**config.mk**
```make
export PLATFORM = sky130hd
export DESIGN_NAME = mgmt_arbiter
export DESIGN_NICKNAME = d
export VERILOG_FILES = /design/src/rtl/mgmt_arbiter_pkg.sv /design/src/rtl/mgmt_arbiter.sv
export SDC_FILE = /design/constraint.sdc
export NUM_CORES = 1
export LEC_CHECK = 0
export BUFFER_PORTS_ARGS = -buffer_cell sky130_fd_sc_hd__buf_2
export CAP_MARGIN = 20
export CORE_AREA = 2 2 121 123
export DETAILED_ROUTE_END_ITERATION = 16
export DIE_AREA = 0 0 123 125
export GPL_ROUTABILITY_DRIVEN = 0
export GPL_TIMING_DRIVEN = 0
export PLACE_DENSITY = 0.44
export RECOVER_POWER = 50
export SYNTH_ARGS = -nofsm -noshare
export SYNTH_HDL_FRONTEND = slang
export SYNTH_SLANG_ARGS = --single-unit
export TNS_END_PERCENT = 5
```
**constraint.sdc**
```tcl
create_clock -name clk -period 1.62 [get_ports clk]
set_input_delay 0.081 -clock clk [delete_from_list [all_inputs] [get_ports clk]]
set_output_delay 0.081 -clock clk [all_outputs]
set_load 0.1 [all_outputs]
```
**src/rtl/mgmt_arbiter_pkg.sv**
```systemverilog
// Shared definitions for the management-bus arbiter.
// Holds the FSM state encoding, master index constants and the minimum
// width of the optional timeout counter.
package mgmt_arbiter_pkg;

  typedef enum logic [1:0] {
    ST_IDLE    = 2'd0,
    ST_GRANT   = 2'd1,
    ST_WAIT_RX = 2'd2
  } state_t;

  // Master indices: the core is master 0, the debug port is master 1.
  localparam logic M_CORE  = 1'b0;
  localparam logic M_DEBUG = 1'b1;

  // The timeout counter is never narrower than this.
  localparam int MIN_CNT_W = 8;

endpackage

```
**src/rtl/mgmt_arbiter.sv**
```systemverilog
// mgmt_arbiter: two-master round-robin arbiter onto a shared management bus.
// Latency: one IDLE cycle for arbitration, then s_req follows the owner; acks and read data pass through combinationally.
// Backpressure: a waiting master holds mN_req until its ack; it is never dropped and is served next.
//
// Ports
//   clk, rst                   clock, synchronous active-high reset
//   m0_* / m1_*                core (0) and debug (1) master ports: req/adr/rwn/wen/txd in,
//                              ack/rxe/rxd out
//   s_req/adr/rwn/wen/txd      shared bus towards the slaves
//   s_ack/rxe/rxd              OR-combined slave responses
//   busy                       a transaction is owned (GRANT or WAIT_RX)
//   err                        one-cycle pulse on timeout abort
//
// Build option: define MGMT_TIMEOUT_EN to abort owned transactions after
// TIMEOUT cycles without a response; otherwise the arbiter waits forever
// and err is tied 0.
module mgmt_arbiter
  import mgmt_arbiter_pkg::*;
#(
  parameter int          TIMEOUT  = 255,
  parameter logic [31:0] ERR_DATA = 32'hFFFF_FFFF
) (
  input  logic        clk,
  input  logic        rst,

  input  logic        m0_req,
  input  logic [31:0] m0_adr,
  input  logic        m0_rwn,
  input  logic [1:0]  m0_wen,
  input  logic [31:0] m0_txd,
  output logic        m0_ack,
  output logic        m0_rxe,
  output logic [31:0] m0_rxd,

  input  logic        m1_req,
  input  logic [31:0] m1_adr,
  input  logic        m1_rwn,
  input  logic [1:0]  m1_wen,
  input  logic [31:0] m1_txd,
  output logic        m1_ack,
  output logic        m1_rxe,
  output logic [31:0] m1_rxd,

  output logic        s_req,
  output logic [31:0] s_adr,
  output logic        s_rwn,
  output logic [1:0]  s_wen,
  output logic [31:0] s_txd,
  input  logic        s_ack,
  input  logic        s_rxe,
  input  logic [31:0] s_rxd,

  output logic        busy,
  output logic        err
);

  state_t r_state;
  logic   r_owner;  // master holding the bus while busy
  logic   r_pref;   // master favoured on the next tie (the one not served last)

  // Owner's request fields, selected by the latched owner.
  logic        w_own_req;
  logic [31:0] w_own_adr;
  logic        w_own_rwn;
  logic [1:0]  w_own_wen;
  logic [31:0] w_own_txd;

  assign w_own_req = (r_owner == M_DEBUG) ? m1_req : m0_req;
  assign w_own_adr = (r_owner == M_DEBUG) ? m1_adr : m0_adr;
  assign w_own_rwn = (r_owner == M_DEBUG) ? m1_rwn : m0_rwn;
  assign w_own_wen = (r_owner == M_DEBUG) ? m1_wen : m0_wen;
  assign w_own_txd = (r_owner == M_DEBUG) ? m1_txd : m0_txd;

  logic w_granted, w_waiting, w_owned;
  assign w_granted = (r_state == ST_GRANT);
  assign w_waiting = (r_state == ST_WAIT_RX);
  assign w_owned   = w_granted | w_waiting;

  // A GRANT cycle only counts while the owner still requests; a dropped
  // request is an abandon and must not produce an ack even if s_ack is high.
  logic w_grant_ok, w_ack, w_rx_now;
  assign w_grant_ok = w_granted & w_own_req;
  assign w_ack      = w_grant_ok & s_ack;
  assign w_rx_now   = (w_ack & w_own_rwn & s_rxe) | (w_waiting & s_rxe);

  // Abort terms: ack still owed (GRANT) and read data owed (read in GRANT,
  // or anything in WAIT_RX).
  logic w_abort, w_abort_ack, w_abort_rx;

`ifdef MGMT_TIMEOUT_EN
  localparam int CNT_W = ($clog2(TIMEOUT + 1) > MIN_CNT_W) ? $clog2(TIMEOUT + 1) : MIN_CNT_W;
  localparam logic [CNT_W-1:0] TMO_LIM = CNT_W'((TIMEOUT > 0) ? TIMEOUT - 1 : 0);

  logic [CNT_W-1:0] r_cnt;

  // Counter reads 0 on the first GRANT cycle, so the abort lands on the
  // TIMEOUT-th owned cycle. '>=' keeps a read that was acked late in GRANT
  // from slipping past the limit in WAIT_RX. A response on that same cycle
  // wins over the abort.
  assign w_abort     = w_owned && (r_cnt >= TMO_LIM) &&
                       ((w_grant_ok && !s_ack) || (w_waiting && !s_rxe));
  assign w_abort_ack = w_abort & w_granted;
  assign w_abort_rx  = w_abort & (w_waiting | w_own_rwn);

  always_ff @(posedge clk) begin
    if (rst) begin
      r_cnt <= '0;
    end else if (r_state == ST_IDLE) begin
      r_cnt <= '0;
    end else begin
      r_cnt <= r_cnt + 1'b1;
    end
  end
`else
  logic w_unused_cfg;
  assign w_unused_cfg = (TIMEOUT == 0) ^ ERR_DATA[0];

  assign w_abort     = 1'b0;
  assign w_abort_ack = 1'b0;
  assign w_abort_rx  = 1'b0;
`endif

  // Transaction finished this cycle (normally or by abort).
  logic w_done;
  assign w_done = (w_ack & (~w_own_rwn | s_rxe)) | (w_waiting & s_rxe) | w_abort;

  // Master-side response, before demux to the owner.
  logic        w_mack, w_mrxe;
  logic [31:0] w_mrxd;
  assign w_mack = w_ack | w_abort_ack;
  assign w_mrxe = w_rx_now | w_abort_rx;
  assign w_mrxd = w_rx_now   ? s_rxd :
                  w_abort_rx ? ERR_DATA : 32'h0;

  // Acks and read data must reach the master in the slave's response cycle,
  // so these are decoded from registered state rather than registered.
  assign m0_ack = w_mack & (r_owner == M_CORE);
  assign m0_rxe = w_mrxe & (r_owner == M_CORE);
  assign m0_rxd = (r_owner == M_CORE) ? w_mrxd : 32'h0;
  assign m1_ack = w_mack & (r_owner == M_DEBUG);
  assign m1_rxe = w_mrxe & (r_owner == M_DEBUG);
  assign m1_rxd = (r_owner == M_DEBUG) ? w_mrxd : 32'h0;

  assign s_req = w_grant_ok;
  assign s_adr = w_owned ? w_own_adr : 32'h0;
  assign s_rwn = w_owned ? w_own_rwn : 1'b0;
  assign s_wen = w_owned ? w_own_wen : 2'b00;
  assign s_txd = w_owned ? w_own_txd : 32'h0;

  assign busy = w_owned;
  assign err  = w_abort;

  always_ff @(posedge clk) begin
    if (rst) begin
      r_state <= ST_IDLE;
      r_owner <= M_CORE;
      r_pref  <= M_CORE;
    end else begin
      case (r_state)
        ST_IDLE: begin
          if (m0_req || m1_req) begin
            r_owner <= (m0_req && m1_req) ? r_pref : m1_req;
            r_state <= ST_GRANT;
          end
        end
        ST_GRANT: begin
          if (!w_own_req) begin
            // Abandon: no ack, fairness pointer untouched.
            r_state <= ST_IDLE;
          end else if (w_done) begin
            r_state <= ST_IDLE;
            r_pref  <= ~r_owner;
          end else if (w_ack) begin
            r_state <= ST_WAIT_RX;
          end
        end
        ST_WAIT_RX: begin
          if (w_done) begin
            r_state <= ST_IDLE;
            r_pref  <= ~r_owner;
          end
        end
        default: r_state <= ST_IDLE;
      endcase
    end
  end

endmodule
```
# Yosys cells after proc, flatten, opt, wreduce, memory -nomap -nowiden
# Index checks and enable logic that the tools add are counted.
# word_totals
reg_bits	4
input_bits	172
elab_cells	54
# classes
n_eq_ne	6
n_mux	22
n_bitwise	16
n_reduce_logical	7
# op_table
cell	n
$mux W32	7
$mux W2	7
$and A1 B1 Y1	10
$mux W1	6
$pmux W2 S3	1
$ne A2 B2 Y1 const B	2
$ne A4 B2 Y1 const B	1
$or A1 B1 Y1	4
$reduce_and A2 Y1	2
$reduce_and A3 Y1	1
$eq A2 B1 Y1 const B	1
$eq A2 B2 Y1 const B	1
$logic_not A2 Y1	1
$ne A2 B1 Y1 const B	1
$not A1 Y1	2
$pmux W1 S2	1
$reduce_bool A2 Y1	1
$logic_and A1 B1 Y1	1
$logic_or A1 B1 Y1	1

# Depth between registers and ports, before layout
# Gate-level depths: netlist of the first run.
# logic_depth
depth_word	8
ltp_mapped	6
depth_no_buf	6

# Worst setup path after synthesis of the first run
# OpenSTA, ideal clock, no wires.
# synth_path
path_type	register to output
startpoint	register r_state[0]
endpoint	output port s_txd[0]
arrival_ns	3.174
path_slack_ns	-1.635
path_stages_with_launch	6
path_buffers	2
cell_sequence	dfxtp_1 > inv_1 > ha_1 > clkbuf_1 > clkbuf_1 > nor2b_1
# synth_via
elab_chain_len	3
# synth_lines
item	line_no	source
from (decl)	mgmt_arbiter.sv:57	state_t r_state;
from (signal assigned)	mgmt_arbiter.sv:155	r_state <= ST_IDLE;
from (signal assigned)	mgmt_arbiter.sv:163	r_state <= ST_GRANT;
from (signal assigned)	mgmt_arbiter.sv:169	r_state <= ST_IDLE;
$eq A2 B1 Y1 or $eq A2 B2 Y1 (tied branches)	mgmt_arbiter.sv:75, mgmt_arbiter.sv:76	
$or A1 B1 Y1 (*)	mgmt_arbiter.sv:77	assign w_owned = w_granted | w_waiting;
via busy	mgmt_arbiter.sv:53	output logic busy,
$mux W32 (*)	mgmt_arbiter.sv:148	assign s_txd = w_owned ? w_own_txd : 32'h0;
to (decl)	mgmt_arbiter.sv:48	output logic [31:0] s_txd,
# Mark *: on every way through the listed nets, which the timed path passes. The rest lies on a longest branch.

# Worst setup path in the final report of the first run
# layout_path
startpoint	register r_owner
endpoint	output port m0_rxd[16]
# layout_via
elab_chain_len	8
# layout_lines
item	line_no	source
from (decl)	mgmt_arbiter.sv:58	logic r_owner;
from (signal assigned)	mgmt_arbiter.sv:162	r_owner <= (m0_req && m1_req) ? r_pref : m1_req;
$mux W1	mgmt_arbiter.sv:68	assign w_own_req = (r_owner == M_DEBUG) ? m1_req : m0_req;
$and A1 B1 Y1	mgmt_arbiter.sv:82	assign w_grant_ok = w_granted & w_own_req;
$and A1 B1 Y1	mgmt_arbiter.sv:83	assign w_ack = w_grant_ok & s_ack;
$and A1 B1 Y1 (2 in series)	mgmt_arbiter.sv:84	assign w_rx_now = (w_ack & w_own_rwn & s_rxe) | (w_waiting & s_rxe);
$or A1 B1 Y1	mgmt_arbiter.sv:84	
$mux W32	mgmt_arbiter.sv:132	assign w_mrxd = w_rx_now ? s_rxd :
$mux W32 (*)	mgmt_arbiter.sv:139	assign m0_rxd = (r_owner == M_CORE) ? w_mrxd : 32'h0;
to (decl)	mgmt_arbiter.sv:33	output logic [31:0] m0_rxd,
# Every way passes the cells marked *; elsewhere a longest branch is shown, timed or not.

==> key figures, run 1 <==
Yosys
  – Mapped Area: 0.001958 mm2
  – Share of the yosys chip area belonging to registers: 4.089%
  – Synth unique cells: 31
  – Post-Synthesis Cells: 266
  – Seq cells post-synth: 4
  – Syn nets: 442
  – Mean Syn Cell Area: 7.361 um2
  – Yosys warns: 0

Timing
  – Final slew viol count: 0
  – Final WS setup: -0.3155 ns
  – Slew headroom: 63.12%
  – Final number of setup-violating endpoints: 102
  – Period utilisation layout: 119.5%
  – RSZ-0062 raised after global routing: yes
  – Fmax: 516.7 MHz
  – Fin. Hold Viols: 0
  – Clk_skew: 0.002872 ns
  – Fin crit period: 1.936 ns
  – Worst slew pin tran: 0.5556 ns

Placement
  – Placed Cells: 758
  – Placed cell area: 0.004417 mm2
  – HPWL Detailed: 9.556 mm
  – Pre-CTS WS: -0.7185 ns
  – Port bufs: 308

Routing
  – DR pass1 iterations: 4
  – Vias: 3173
  – DRC violations left: 0
  – Drt initial violations: 31
  – Final WL: 12.43 mm
  – Avg WL per Cell: 16.12 um
  – Drt via density: 4.115
  – Final ANT Viol Nets: 0

Clock tree
  – Clk slew on worst S/H paths: 0.03 ns
  – Inserted Clock Buffers: 3
  – CTS Hold Bufs: 0
  – Clock Path Buffers: 2
  – Clock Latency Late Sink: 0.23 ns
  – Clock Sinks: 4
  – # H-tree levels: 1
  – CTS tree: built
  – CTS root buffer: clkbuf_16

Setup path
  – CP Launch Point: r_owner
  – Worst r2r path cells: 6
  – Arr. time, crit path: 1.85 ns
  – CP startpoint kind: register
  – Peak fanout along the critical path: 8
  – CP Capture Type: output port
  – Critical path class: reg -> out
  – Reg2reg end: r_state[0]
  – Reg2reg setup slack: -0.22 ns
  – Critical Path RT: 1.54 ns
  – Worst reg2reg path startpoint: r_owner

Power and ir drop
  – Power Total: 4856 uW
  – Cell-internal power: 2058 uW
  – Sw Share: 57.61%
  – Gate power share: 89.5%
  – Max IR drop VDD: 599.8 uV
  – P_leak: 0.002970 uW
  – Clock power share: 8.0%
  – NetSw: 2798 uW
  – Sequential Power Share: 2.5%
  – Power density cells: 737.9 mW/mm2

Hold path
  – Worst Hold Path Cells: 2
  – Min-delay src: rst
  – WHS Endpoint: r_state[1]
  – Worst hold path class: in -> reg

Final layout
  – Fin area: 0.006581 mm2
  – Register Area: 88.84 um2
  – Most frequent cells in the layout: buf_2, buf_12, nor2b_4
  – Layout cells sized above 1: 89.10%
  – Area Overhead vs Synth: 236.1%
  – Final core utilization: 46.34%
  – Multi-input logic area: 0.002610 mm2
  – Most common cell after layout, fill and taps aside: buf_2
  – Final #Nets: 765
  – Fill cells: 1303
  – Antenna cells: 0
  – Non-Filler Instances: 771

Floorplanning
  – Die X-Extent: 123 um
  – Top-Level Pins: 310
  – Height of the die: 125 um
  – Starting density of the core: 13.79%
  – DIE AREA: 0.01538 mm2
  – # rows: 44
  – Core ar.: 0.01420 mm2

Global route
  – First-pass GRT wire length: 18.06 mm
  – Grt total ovfl: 0
  – GR Layer Usage met1: 15.61%
  – Pin count of the biggest net entering global routing: 11
  – Vias in the first global route: 3365
  – Grt met3 use: 3.239%
  – GRT Util Overall: 14.75%
  – M2 GR Usage: 29.35%
  – Antenna violations before repair: 1
  – GR peak layer: met2

Outcome
  – Violated checks: setup timing
  – Status: complete, but fails checks

Run
  – Max-Cap Viols: 0
[routing by layer]
metal / share of wire, % / routed length [um] / vias to the layer above
li1: - / - / 1523
met2: 55 / 6819 / 196
met3: 10 / 1250 / 14
met1: 34 / 4199 / 1440
met5: 0 / 0 / -
met4: 1.2 / 155 / 0
[critical path: stages (launching register included)]
cell,delay [ns]
dfxtp_2,0.31
buf_6,0.12
mux2_4,0.32
a41o_1,0.19
and3_4,0.20
buf_8,0.15
and2_4,0.17
buf_12,0.16
[cell type report]
cell class / count / share of cell area [%]
plain buffers: 22 / 4.411
clock buffers: 3 / 1.141
multi-input cells: 237 / 39.66
well taps: 184 / 3.498
flip-flops and latches: 4 / 1.350
inverters: 3 / 0.2471
repair buffers: 318 / 49.70
[sequential cells by signal, indices dropped and copies added (netlist names)]
| register | cells |
|---|---|
| r_owner | 1 |
| r_pref | 1 |
| r_state | 2 |
[cell usage after synthesis, drive strengths merged]
cell type | count | share of area [%]
nand3 | 1 | 0.26
o21bai | 1 | 0.38
nand4bb | 1 | 0.58
nor3 | 2 | 0.51
conb | 1 | 0.19
clkbuf | 18 | 3.5
a22o | 1 | 0.45
and2 | 65 | 21
mux2 | 1 | 0.77
a32oi | 1 | 0.45
o21a | 1 | 0.38
o211a | 1 | 0.51
mux2i | 67 | 34
nor2 | 6 | 1.2
a21oi | 4 | 1.0
nand2 | 3 | 0.58
buf | 4 | 1.5
a41o | 1 | 0.51
nand2b | 2 | 0.64
a41oi | 1 | 0.45
and3 | 2 | 0.89
dfxtp | 4 | 4.1
o31ai | 2 | 0.77
ha | 4 | 2.6
inv | 3 | 0.58
or4b | 1 | 0.51
nor2b | 67 | 21
o2bb2ai | 1 | 0.45
[stage by stage]
| step | TNS (ns) | hold slack (ns) |
|---|---|---|
| after floorplan | -22.92 | 0.1427 |
| after global placement | -54.58 | 0.3020 |
| after detailed placement | -56.43 | 0.3037 |
| after CTS | -25.07 | 0.06974 |
| after global routing | -28.19 | 0.08542 |
| final | -20.90 | 0.06974 |
[worst max path at each step]
| stage | endpoint | slack [ns] | cells after the start |
|---|---|---|---|
| 4_1_cts | m0_rxd[24] | -0.37 | 7 |
| 2_1_floorplan | s_txd[0] | -0.20 | 5 |
| 3_5_place_dp | m1_rxd[2] | -0.72 | 7 |
| 5_1_grt | m0_rxd[16] | -0.36 | 7 |
| 6_report | m0_rxd[16] | -0.32 | 7 |
| 3_3_place_gp | m0_rxd[16] | -0.70 | 7 |
[power groups by stage]
stage / clock network, uW / logic (uW) / registers (uW)
after detailed placement: 0 / 3540 / 118
after global routing: 400 / 4490 / 123
after global placement: 0 / 3520 / 118
after floorplan: 0 / 2950 / 117
after CTS: 393 / 4220 / 122
final: 387 / 4350 / 121
[logic make-up (layout without fill, tap and decap cells)]
family          count (synthesis)  after routing  synth area share, %
other cells                     1              1               0.1915
simple gates                  150            150                47.28
fa+ha+maj                       4              4                2.556
mux                            68             68                35.02
buf+inv                        25            346                5.495
compound gates                 14             14                5.368
flops                           4              4                4.090
[timing repair]
action | 4_1_cts | 5_1_grt
resized for setup | 523 | 60
gates cloned | 4 | 0
hold endpoints to repair | 0 | 0
setup endpoints to repair | 138 | 138
pin swaps | 42 | 16
buffers inserted | 6 | 0
No activity file was read; power rests on OpenSTA's default activity.
==> run 2, diff against run 1 <==
==> constraint.sdc (replaced) <==
create_clock -name clk -period 1.76 [get_ports clk]
set_input_delay 0.088 -clock clk [delete_from_list [all_inputs] [get_ports clk]]
set_output_delay 0.088 -clock clk [all_outputs]
set_load 0.1 [all_outputs]
==> run 2 against run 1 <==
The flow still finishes with violations (setup timing). Critical path depth did not move. Final cell count increased by 0.39%. Routed wire length is 0.88% lower. Register-to-register slack gained 0.20 ns. Worst setup slack better by 0.15 ns. First-iteration DRC count rose by 110%. Largest power group unchanged. Clock-buffer cell count stayed put. Sequential power decreased by 7%. Via count is 2.0% higher.
==> key figures, run 2 (synthesized netlist as in run 1, its figures left out) <==
Final layout
  – Top reg by flops: r_state (unchanged)
  – Most frequent cells in the layout: buf_2, buf_12, mux2i_1 (was buf_2, buf_12, nor2b_4)
  – Biggest regs: r_state x2, r_owner x1, r_pref x1 (unchanged)
  – Final #Nets: 768 (was 765)
  – Antenna cells: 0 (unchanged)
  – Flip-flop count of the largest register after layout: 2 (unchanged)
  – Area Overhead vs Synth: 223.1% (was 236.1%)
  – Layout cells sized above 1: 82.71% (was 89.10%)
  – Most common cell after layout, fill and taps aside: buf_2 (unchanged)

Clock tree
  – CTS root buffer: clkbuf_16 (unchanged)
  – Clock Sinks: 4 (unchanged)
  – Clk slew on worst S/H paths: 0.03 ns (about the same)
  – Inserted Clock Buffers: 3 (unchanged)
  – Clock Latency Late Sink: 0.22 ns (was 0.23 ns)
  – CTS Hold Bufs: 0 (unchanged)
  – # H-tree levels: 1 (unchanged)
  – CTS tree: built (unchanged)
  – Clock Path Buffers: 2 (unchanged)

Routing
  – Avg WL per Cell: 15.91 um (was 16.12 um)
  – Drt via density: 4.183 (was 4.115)
  – Final ANT Viol Nets: 0 (unchanged)
  – Drt initial violations: 65 (was 31)
  – Vias: 3238 (was 3173)
  – DRC violations left: 0 (unchanged)
  – DR pass1 iterations: 4 (unchanged)
  – Final WL: 12.32 mm (was 12.43 mm)

Timing
  – Clk_skew: 0.0003415 ns (was 0.002872 ns)
  – Period utilisation layout: 109.6%
  – Fin crit period: 1.929 ns
  – Fmax: 518.5 MHz
  – RSZ-0062 raised after global routing: yes (unchanged)
  – Final number of setup-violating endpoints: 75 (was 102)
  – Worst slew pin tran: 0.5552 ns (was 0.5556 ns)
  – Slew headroom: 63.14% (was 63.12%)
  – Fin. Hold Viols: 0 (unchanged)
  – Final WS setup: -0.1688 ns (was -0.3155 ns)
  – Final slew viol count: 0 (unchanged)
  – Post-route setup TNS: -9.005 ns (was -20.90 ns)

Global route
  – Grt total ovfl: 0 (unchanged)
  – GRT Util Overall: 13.66% (was 14.75%)
  – Vias in the first global route: 3334 (was 3365)
  – Antenna violations before repair: 2 (was 1)
  – Pin count of the biggest net entering global routing: 11 (unchanged)
  – First-pass GRT wire length: 16.73 mm (was 18.06 mm)

Placement
  – HPWL Detailed: 9.297 mm (was 9.556 mm)
  – Pre-CTS WS: -0.5609 ns (was -0.7185 ns)
  – Port bufs: 308 (unchanged)

Setup path
  – CP Capture Type: output port (unchanged)
  – Slowest CP cell: mux2_4 (unchanged)
  – Peak fanout along the critical path: 8 (unchanged)
  – CP Buf/Inv Count: 3 (unchanged)
  – Arr. time, crit path: 1.84 ns (was 1.85 ns)
  – Critical-path cell list: buf_6 -> mux2_4 -> a41o_1 -> and3_4 -> clkbuf_16 -> and2_4 -> buf_12 (was buf_6 -> mux2_4 -> a41o_1 -> and3_4 -> buf_8 -> and2_4 -> buf_12)
  – CP delay by family, top: buffers and inverters (unchanged)
  – Critical path class: reg -> out (unchanged)
  – Critical Path RT: 1.67 ns (was 1.54 ns)
  – Crit-path max cell delay: 0.32 ns (about the same)
  – CP startpoint kind: register (unchanged)

Outcome
  – Status: complete, but fails checks (unchanged)
  – Violated checks: setup timing (unchanged)

Floorplanning
  – DIE AREA: 0.01538 mm2 (unchanged)
  – Die X-Extent: 123 um (unchanged)
  – # rows: 44 (unchanged)
  – Height of the die: 125 um (unchanged)
  – Top-Level Pins: 310 (unchanged)
  – Starting density of the core: 13.79% (unchanged)
  – Core ar.: 0.01420 mm2 (unchanged)

Run
  – Max-Cap Viols: 0 (unchanged)

Power and ir drop
  – Power density cells: 691.6 mW/mm2 (was 737.9 mW/mm2)
  – Max IR drop VDD: 436.3 uV (was 599.8 uV)
  – P_leak: 0.002852 uW (was 0.002970 uW)
  – Power Total: 4375 uW (was 4856 uW)

Hold path
  – Worst hold path class: in -> reg (unchanged)
## run 2: per-stage QoR
step / cell area, um2 / utilization [%] / hold slack [ns] / instances
4_1_cts: 5555 / 39.11 / 0.08351 / 768
2_1_floorplan: 2352 / - / 0.1497 / 266
5_1_grt: 6326 / 44.54 / 0.08631 / 774
3_5_place_dp: 4124 / 29.03 / 0.3143 / 758
6_report: 6326 / 44.54 / 0.08575 / 774
3_3_place_gp: 4124 / 29.03 / 0.3060 / 758
## run 2: path summary, 6_finish.rpt
kind         cells after the start  slack (ns)         end  startpoint
max                              7       -0.17  m0_rxd[17]     r_owner
min                              2        0.09  r_state[0]         rst
max reg2reg                      6       -0.02  r_state[0]     r_owner
min reg2reg                      2        0.49  r_state[1]  r_state[1]
## run 2: area by class of cell
class | count | area, um2
fill | 1304 | 7878
timing repair buffer | 321 | 3239
multi-input combinational | 237 | 2367
buffer | 22 | 316.6
tap | 184 | 230.2
sequential | 4 | 86.33
clock buffer | 3 | 75.07
inverter | 3 | 11.26
## run 2: power by group
group | internal (uW) | total (uW) | switching [uW]
clock | 290 | 348 | 58.3
combinational | 1440 | 3920 | 2480
sequential | 103 | 112 | 8.97
## run 2: worst reg2reg max path: cells and delay by family (launching register included)
kind | cells | cell delay, ns
AND/OR/NAND/NOR | 2 | 0.69
multiplexers | 1 | 0.32
flip-flops | 1 | 0.30
buffers and inverters | 2 | 0.26
AO/OA/AOI/OAI | 1 | 0.13
## run 2: metal layers
metal	GRT usage [%]	part of all wire, %	vias to the layer above
met3	2.053	8.9	13
met2	29.38	57	207
met4	2.005	1.0	0
met5	0	0	-
li1	-	-	1535
met1	13.30	33	1483
## run 2: repair_timing
| item | 4_1_cts | 5_1_grt |
|---|---|---|
| buffers inserted | 7 | 4 |
| resized for setup | 394 | 173 |
| setup endpoints to repair | 135 | 109 |
| cloned | 1 | 2 |
| pin swaps | 16 | 17 |
